### src/rtl/display_pkg.sv
// Shared types and elaboration helpers for the binary-coded-modulation panel driver.
package display_pkg;

    typedef enum logic [2:0] {
        IDLE,
        SHIFT,
        LATCH,
        BLANK,
        SHOW,
        FLIP
    } state_t;

    // Smallest width that can index `value` distinct items.
    function automatic int clog2(input int value);
        int width;
        width = 0;
        while ((1 << width) < value) begin
            width++;
        end
        return width;
    endfunction

endpackage

### src/rtl/display_bcm_timer.sv
// Down-counter for one SHOW interval: total duration plus the leading oe-on stretch.
module display_bcm_timer #(
    parameter int width = 8
) (
    input  logic             clk,
    input  logic             rst,
    input  logic             load,
    input  logic [width-1:0] duration,
    input  logic [width-1:0] on_length,
    output logic             done,
    output logic             oe_active
);

    logic [width-1:0] remaining;
    logic [width-1:0] on_left;

    // NOTE: sequential state uses <= so every flop samples pre-edge values.
    always_ff @(posedge clk) begin
        if (rst) begin
            remaining <= '0;
            on_left   <= '0;
            oe_active <= 1'b0;
        end else if (load) begin
            remaining <= duration;
            on_left   <= on_length;
            oe_active <= (on_length != '0);
        end else if (remaining != '0) begin
            remaining <= remaining - width'(1);
            on_left   <= (on_left != '0) ? on_left - width'(1) : '0;
            oe_active <= (on_left > width'(1));
        end else begin
            oe_active <= 1'b0;
        end
    end

    // High during the final SHOW cycle.
    assign done = (remaining == width'(1));

endmodule

### src/rtl/display_driver_bcm.sv
// Row-scanned LED panel driver: shifts each bitplane, latches it, then shows it for a
// binary-weighted time with a global brightness duty on oe.
module display_driver_bcm
    import display_pkg::*;
#(
    parameter int rows     = 16,
    parameter int columns  = 64,
    parameter int bitdepth = 8,
    parameter int unit     = 8,
    parameter int blank    = 2
) (
    input  logic                                             clk,
    input  logic                                             rst,
    input  logic                                             enable,
    input  logic [7:0]                                       brightness,
    output logic [clog2(rows)-1:0]                           row,
    output logic [clog2(columns)-1:0]                        column,
    output logic [((bitdepth > 1) ? clog2(bitdepth) : 1)-1:0] bitplane,
    output logic                                             oe,
    output logic                                             lat,
    output logic                                             oclk,
    output logic                                             safe_flip
);

    localparam int ROW_W   = clog2(rows);
    localparam int COL_W   = clog2(columns);
    localparam int PLANE_W = (bitdepth > 1) ? clog2(bitdepth) : 1;
    localparam int TIME_W  = clog2(unit * (1 << (bitdepth - 1)) + 1);
    localparam int PROD_W  = TIME_W + 9;
    localparam int BLANK_W = (blank > 0) ? clog2(blank + 1) : 1;

    state_t             state, state_n;
    logic [ROW_W-1:0]   row_n;
    logic [COL_W-1:0]   column_n;
    logic [PLANE_W-1:0] bitplane_n;
    logic               phase, phase_n;
    logic [BLANK_W-1:0] blank_cnt, blank_n;
    logic               lat_n, oclk_n, flip_n;
    logic               timer_load, timer_done;
    logic [TIME_W-1:0]  show_duration, on_length;
    logic [PROD_W-1:0]  duty_product;

    // Plane weight and duty come from the plane about to be shown; brightness is
    // captured by the timer only on its load cycle.
    assign show_duration = TIME_W'(unit) << bitplane;
    assign duty_product  = PROD_W'(show_duration) * PROD_W'({1'b0, brightness} + 9'd1);
    assign on_length     = TIME_W'(duty_product >> 8);

    // NOTE: every signal gets a default first so no latch is inferred.
    always_comb begin
        state_n    = state;
        row_n      = row;
        column_n   = column;
        bitplane_n = bitplane;
        phase_n    = phase;
        blank_n    = blank_cnt;
        lat_n      = 1'b0;
        oclk_n     = 1'b0;
        flip_n     = 1'b0;
        timer_load = 1'b0;
        case (state)
            IDLE: begin
                row_n      = '0;
                column_n   = '0;
                bitplane_n = '0;
                phase_n    = 1'b0;
                if (enable) begin
                    state_n = SHIFT;
                end
            end
            SHIFT: begin
                if (!phase) begin
                    phase_n = 1'b1;
                    oclk_n  = 1'b1;
                end else begin
                    phase_n = 1'b0;
                    if (column == COL_W'(columns - 1)) begin
                        state_n  = LATCH;
                        column_n = '0;
                        lat_n    = 1'b1;
                    end else begin
                        column_n = column + COL_W'(1);
                    end
                end
            end
            LATCH: begin
                if (blank == 0) begin
                    state_n    = SHOW;
                    timer_load = 1'b1;
                end else begin
                    state_n = BLANK;
                    blank_n = BLANK_W'(blank - 1);
                end
            end
            BLANK: begin
                if (blank_cnt == '0) begin
                    state_n    = SHOW;
                    timer_load = 1'b1;
                end else begin
                    blank_n = blank_cnt - BLANK_W'(1);
                end
            end
            SHOW: begin
                if (timer_done) begin
                    phase_n  = 1'b0;
                    column_n = '0;
                    if (bitplane != PLANE_W'(bitdepth - 1)) begin
                        state_n    = SHIFT;
                        bitplane_n = bitplane + PLANE_W'(1);
                    end else if (row != ROW_W'(rows - 1)) begin
                        state_n    = SHIFT;
                        bitplane_n = '0;
                        row_n      = row + ROW_W'(1);
                    end else begin
                        state_n = FLIP;
                        flip_n  = 1'b1;
                    end
                end
            end
            FLIP: begin
                row_n      = '0;
                bitplane_n = '0;
                column_n   = '0;
                phase_n    = 1'b0;
                state_n    = enable ? SHIFT : IDLE;
            end
            default: begin
                state_n = IDLE;
            end
        endcase
    end

    always_ff @(posedge clk) begin
        if (rst) begin
            state     <= IDLE;
            row       <= '0;
            column    <= '0;
            bitplane  <= '0;
            phase     <= 1'b0;
            blank_cnt <= '0;
            lat       <= 1'b0;
            oclk      <= 1'b0;
            safe_flip <= 1'b0;
        end else begin
            state     <= state_n;
            row       <= row_n;
            column    <= column_n;
            bitplane  <= bitplane_n;
            phase     <= phase_n;
            blank_cnt <= blank_n;
            lat       <= lat_n;
            oclk      <= oclk_n;
            safe_flip <= flip_n;
        end
    end

    // The timer's oe_active flop drives the panel enable directly.
    display_bcm_timer #(
        .width(TIME_W)
    ) u_timer (
        .clk      (clk),
        .rst      (rst),
        .load     (timer_load),
        .duration (show_duration),
        .on_length(on_length),
        .done     (timer_done),
        .oe_active(oe)
    );

endmodule

### config.mk
export PLATFORM = sky130hd
export DESIGN_NAME = display_driver_bcm
export DESIGN_NICKNAME = d
export VERILOG_FILES = /design/src/rtl/display_pkg.sv /design/src/rtl/display_bcm_timer.sv /design/src/rtl/display_driver_bcm.sv
export SDC_FILE = /design/constraint.sdc
export NUM_CORES = 1
export LEC_CHECK = 0
export CAP_MARGIN = 25
export CORE_UTILIZATION = 40
export CTS_CLUSTER_DIAMETER = 40
export DETAILED_ROUTE_END_ITERATION = 8
export PLACE_DENSITY_LB_ADDON = 0.2
export SETUP_SLACK_MARGIN = 0.3
export SKIP_LAST_GASP = 1
export SYNTH_ARGS = -nofsm -noshare
export SYNTH_HDL_FRONTEND = slang
export SYNTH_SLANG_ARGS = --single-unit
export TNS_END_PERCENT = 100
### constraint.sdc
create_clock -name clk -period 16.05 [get_ports clk]
set_input_delay 3.21 -clock clk [delete_from_list [all_inputs] [get_ports clk]]
set_output_delay 3.21 -clock clk [all_outputs]
set_load 0.02 [all_outputs]
Yosys cells after proc, flatten, opt, wreduce, memory -nomap -nowiden:

Cells that the tools add are included.

* add/subtract/negate cells: 7
* $mul: 1
* magnitude comparators: 1
* equality and inequality tests: 18
* shift operators: 1
* mux-type cells: 37
* bitwise gates (word level): 4
* reduce and logical (&&, ||, !) cells: 19

Operators by type and width (number)
* 11-bit 2-to-1 mux: 5
* 11-bit nonzero test: 3
* 3-bit 2-to-1 mux: 10
* 11-bit by 1-bit subtractor with 11-bit output, second input constant: 2
* 11-bit by 9-bit multiplier with 19-bit output: 1
* 6-bit 2-to-1 mux: 3
* 3-bit case mux with 6 select lines: 1
* 6-bit case mux with 3 select lines: 1
* 2-bit != test, second input constant: 8
* 4-bit 2-to-1 mux: 3
* 11-bit by 1-bit == test with 1-bit output, second input constant: 1
* 11-bit by 1-bit greater-than comparator with 1-bit output, second input constant: 1
* 4-bit by 3-bit << shifter with 11-bit output, first input constant: 1
* 8-bit by 1-bit adder with 9-bit output, second input constant: 1
* 1-bit 2-to-1 mux: 9
* 4-bit case mux with 2 select lines: 1
* 6-bit by 1-bit adder with 6-bit output, second input constant: 1
* 3-bit by 2-bit == test with 1-bit output, second input constant: 2
* 3-bit == test, second input constant: 2
* 6-bit == test, second input constant: 1
* 3-bit != test, second input constant: 2
* 3-bit case mux with 2 select lines: 1
* 3-bit AND reduction: 2
* 2-bit nonzero test: 3
* 18 further kinds: 23

* flip-flop bits (word level): 45
* input bits: 11

Logic depth before layout (Yosys ltp):

* depth in word-level cells: 5
* mapped depth: 21

Modules after synthesis:

Synthesis repeated with hierarchy kept, for this count alone.

* cell total of the unflattened synthesis: 616
* area, all modules: 5027.3 um^2

By module, submodules not included
* display_driver_bcm: times used 1, cells an instance 446, area each 3633.5 um^2, seq. area each 440.4 um^2
* display_bcm_timer: times used 1, cells an instance 170, area each 1393.8 um^2, seq. area each 460.4 um^2

Least setup slack after synthesis:

OpenSTA, ideal clock, no wires.

* path type: input to register
* start point: input port brightness[0]
* end point: register u_timer.oe_active
* setup time: 0.128 ns
* data arrival time: 7.777 ns
* data required time: 15.922 ns
* setup slack: 8.145 ns
* cell stages on the path: 20
* cell sequence: ha_1 -> nand3_1 -> nor2_1 -> xnor2_1 -> nand2b_1 -> fa_1 -> fa_1 -> inv_1 -> fa_1 -> inv_1 -> fa_1 -> inv_1 -> ha_1 -> a21o_1 -> a22oi_1 -> nand3_1 -> a41oi_1 -> xnor2_1 -> nor4_1 -> a31oi_1

* cells in the longest elaborated chain, start to end: 4

Ends and longest elaborated chain
* start: declaration: RTL line display_driver_bcm.sv:15 `input logic [7:0] brightness,`
* 8-bit by 1-bit adder with 9-bit output: RTL line display_driver_bcm.sv:46 `assign duty_product = PROD_W'(show_duration) * PROD_W'({1'b0, brightness} + 9'd1);`
* 11-bit by 9-bit multiplier with 19-bit output: RTL line display_driver_bcm.sv:46
* 11-bit nonzero test: RTL line display_bcm_timer.sv:26 `oe_active <= (on_length != '0);`
* 1-bit 2-to-1 mux: RTL line display_bcm_timer.sv:23 `end else if (load) begin`
* end signal: assignment: RTL line display_bcm_timer.sv:26
* end signal: assignment: RTL line display_bcm_timer.sv:30 `oe_active <= (on_left > width'(1));`
* end: declaration: RTL line display_bcm_timer.sv:11 `output logic oe_active`

No other way between the ends.
A chain may end at the register's enable or synchronous reset.

Worst setup path after layout:

* start point: input port brightness[0]
* end point: register u_timer.on_left[8]

* cells in the longest elaborated chain, start to end: 3

Ends and longest elaborated chain
* 8-bit by 1-bit adder with 9-bit output: RTL line display_driver_bcm.sv:46
* 11-bit by 9-bit multiplier with 19-bit output: RTL line display_driver_bcm.sv:46
* 11-bit 2-to-1 mux: RTL line display_bcm_timer.sv:23
* end signal: assignment: RTL line display_bcm_timer.sv:25 `on_left <= on_length;`
* end signal: assignment: RTL line display_bcm_timer.sv:29 `on_left <= (on_left != '0) ? on_left - width'(1) : '0;`
* end: declaration: RTL line display_bcm_timer.sv:15 `logic [width-1:0] on_left;`

No other way between the ends.

==> results by group <==
Clocking
  • Root Driver: clkbuf_16
  • Setup bufs post-CTS: 0
  • Post-CTS Hold Buffers: 0
  • Clk sinks: 45
  • H-Tree Depth: 2
  • CTS tree: done
  • TritonCTS buffer count: 5
  • Resized cells post-CTS: 0
  • CTS max path bufs: 2
  • CTS clk-pin slew, worst paths: around 70 ps
  • Later-pin clock latency in the skew report: 280 ps

Yosys
  • Synth Area per Inst: 8.12 um2
  • Post-synthesis sequential area ratio: 0.190
  • Synth Instances: 584
  • Synth Area in XOR/XNOR: 0.0683
  • Synthesized area: approximately 4700 um2
  • Synth Area in Simple Gates: 0.263
  • Main combinational cell family by area after synthesis: adder cells
  • EDFF count, synth: 0
  • Syn nets: 682
  • Yosys top cell area share: 0.190
  • Ys async rst share: 0
  • Synth cell types: 57
  • YS warnings: 0
  • Compound-Gate Fraction of Synth Area: 0.114
  • Post-synthesis register bit count: 45
  • Top post-synthesis cells by area: dfxtp_1 19%, fa_1 18%, ha_1 12%, nor2_1 6.2%, inv_1 5.5%
  • Synth Area in Adders: 0.296
  • Predominant post-synthesis flop cell: dfxtp_1
  • Yosys top cell by area: dfxtp_1
  • Post-synthesis mux area share: 0.00237

STA
  • Slew HR: 0.425
  • Final hold violation count: 0
  • Max-slew violation count: 0
  • Actual slew at the worst max-slew pin: ~860 ps
  • Final Cycle Share: 0.544
  • FMAX: between 100 and 150 MHz
  • Final-report setup violation count: 0
  • Final hold slack: around 500 ps
  • Clock skew: between 8 and 9 ps
  • Min Tclk post-route: roughly 8700 ps
  • Setup TNS: 0 ps
  • Unrepaired setup endpoints after global routing: false

Finish
  • Syn-to-layout area delta: 12.2%
  • Final Core Density: 0.464
  • Fillers: 1096
  • Share of post-route cells with drive strength above 1: 0.0445
  • N_diodes: 0
  • Sequential cell area: roughly 900 um2
  • Post-route cell area: 5320 um2
  • Post-Layout Cell Count: 750
  • Multi-input gate area: 3530 um2
  • Commonest non-fill, non-tap cells in the layout: 78 x nor2_1, 70 x inv_1, 55 x nand2_1
  • Nets: about 700
  • Commonest non-fill, non-tap cell in the layout: nor2_1

Global routing
  • Initial antenna violation count: 0
  • Total grt overflow: 0
  • First-pass GRT wire length: between 15 and 20 mm
  • Vias in the first global route: around 3.9k
  • Largest net degree at the start of global routing: 43
  • Total track usage: 0.177

Worst setup path
  • WP data arrival: 8920 ps
  • Worst path max stage delay: between 500 and 600 ps
  • Worst Path Required: roughly 16000 ps
  • Most used cell along the critical path: fa_1
  • Crit-path slowest cell: fa_1
  • R2R cell count: 18
  • Worst-path cell chain: clkdlybuf4s50_1, ha_1, nand3_1, nor2_1, xnor2_1, nand2b_1, fa_1, fa_1, inv_1, fa_1, inv_1, fa_1, inv_1, ha_1, a21o_1, a22oi_1, nand3_1, a41oi_1, xnor2_1, o21ai_0, a211oi_1
  • Reg2reg end: u_timer.on_left[9]
  • Worst R2R Setup Slack: 10340 ps
  • Crit-path max FO: 10
  • Category of the most critical setup path: in -> reg
  • Critical path startpoint category: input port
  • Worst setup EP type: flip-flop
  • Reg2reg start: bitplane[2]

Place
  • GP Congestion: approximately 0.81
  • Area post-placement: approximately 5200 um2
  • Placed cell count: 742
  • DP HPWL: ~8.4 mm
  • Port bufs: 27

Floorplanning
  • Die width: around 110 um
  • Die Y: 111 um
  • Site row count: 39
  • IO Count: 28
  • Initial core utilization: 0.414
  • Die area: ~12000 um2
  • Area of the core: approximately 11000 um2

Drt
  • Vias: between 3k and 4k
  • Antenna-violating nets left: 0
  • DRC viols: 0
  • Drt initial violations: between 150 and 200
  • Final wirelength: between 10 and 15 mm
  • Routed WL per cell: 13.8 um
  • Drt pass-1 iters: 4
  • Post-DR vias/cell: 5.24

Power
  • Power Density: 124 nW/um2
  • Worst VDD drop: between 0.05 and 0.06 mV
  • Leakage: 2.42 nW

Status
  • Outcome: finished clean

Worst hold path
  • HP Class: reg -> reg
  • Hold path startpoint: phase
  • Hold path endpoint: oclk
  • Hold path depth: 1

Run
  • # Max-Cap Violations: 0
==> sequential cells by signal, summed over array words and instances, names as in the netlist, 2 cells and up <==
signal / count
row: 4
u_timer.remaining: 11
blank_cnt: 2
column: 6
bitplane: 3
u_timer.on_left: 11
state: 3
==> kinds of logic (layout without fill, tap and decap cells) <==
logic type	after synthesis	count (layout)
compound gates	80	80
xor+xnor	37	37
fa+ha+maj	87	87
buf+inv	84	107
flops	45	45
mux	1	1
simple gates	250	250
==> synthesized netlist by cell type (all sizes together) (9+ instances only) <==
cell	number
nand3	24
o21ai	9
dfxtp	45
nand2	56
nor2b	17
nand2b	13
inv	70
clkbuf	13
ha	45
fa	42
xnor2	17
nor3	18
nor2	78
xor2	20
a21oi	27
==> layer usage <==
layer  global-route usage  vias up  share of wire
li1                     -     2003              -
met1                0.248     1845           0.49
met2                0.292       69           0.46
met3               0.0164       14          0.027
met4               0.0471        0          0.017
met5                    0        -              0
==> metrics by stage <==
stage                     power [W]  setup WS (ps)
after global placement     0.000541           7130
final                      0.000662           7320
after detailed placement   0.000547           7050
after global routing       0.000726           7010
after floorplan            0.000458           8150
after CTS                  0.000666           7330
==> power by group <==
| group | internal [W] | leakage (nW) | switching, W | total [W] |
|---|---|---|---|---|
| combinational | 0.000153 | 1.97 | 0.000220 | 0.000374 |
| clock | 0.0000738 | 0.0810 | 0.0000435 | 0.000117 |
| sequential | 0.000138 | 0.368 | 0.0000325 | 0.000171 |
==> worst max-delay path: cells and delay by family <==
family / cells / cell delay (ps)
fa+ha+maj: 6 / 2700
xor+xnor: 2 / 720
buf+inv: 4 / 700
simple gates: 4 / 520
compound gates: 5 / 1060
==> cell type report <==
type	instances	area share
sequential	45	0.169
clock inverter	2	0.00729
tap	143	0.0336
clock buffer	6	0.0242
timing repair buffer	29	0.0536
multi-input combinational	455	0.663
inverter	70	0.0494
==> how the worst max path moves through the flow <==
stage,startpoint,endpoint,slack (ps),cells after the start
floorplan,brightness[0],u_timer.oe_active,8150,20
global placement,brightness[0],u_timer.oe_active,7130,21
detailed placement,brightness[0],u_timer.on_left[8],7050,21
CTS,brightness[0],u_timer.on_left[8],7330,21
global route,brightness[0],u_timer.on_left[8],7010,21
finish,brightness[0],u_timer.on_left[8],7320,21
(Power assumes the default switching activity.)
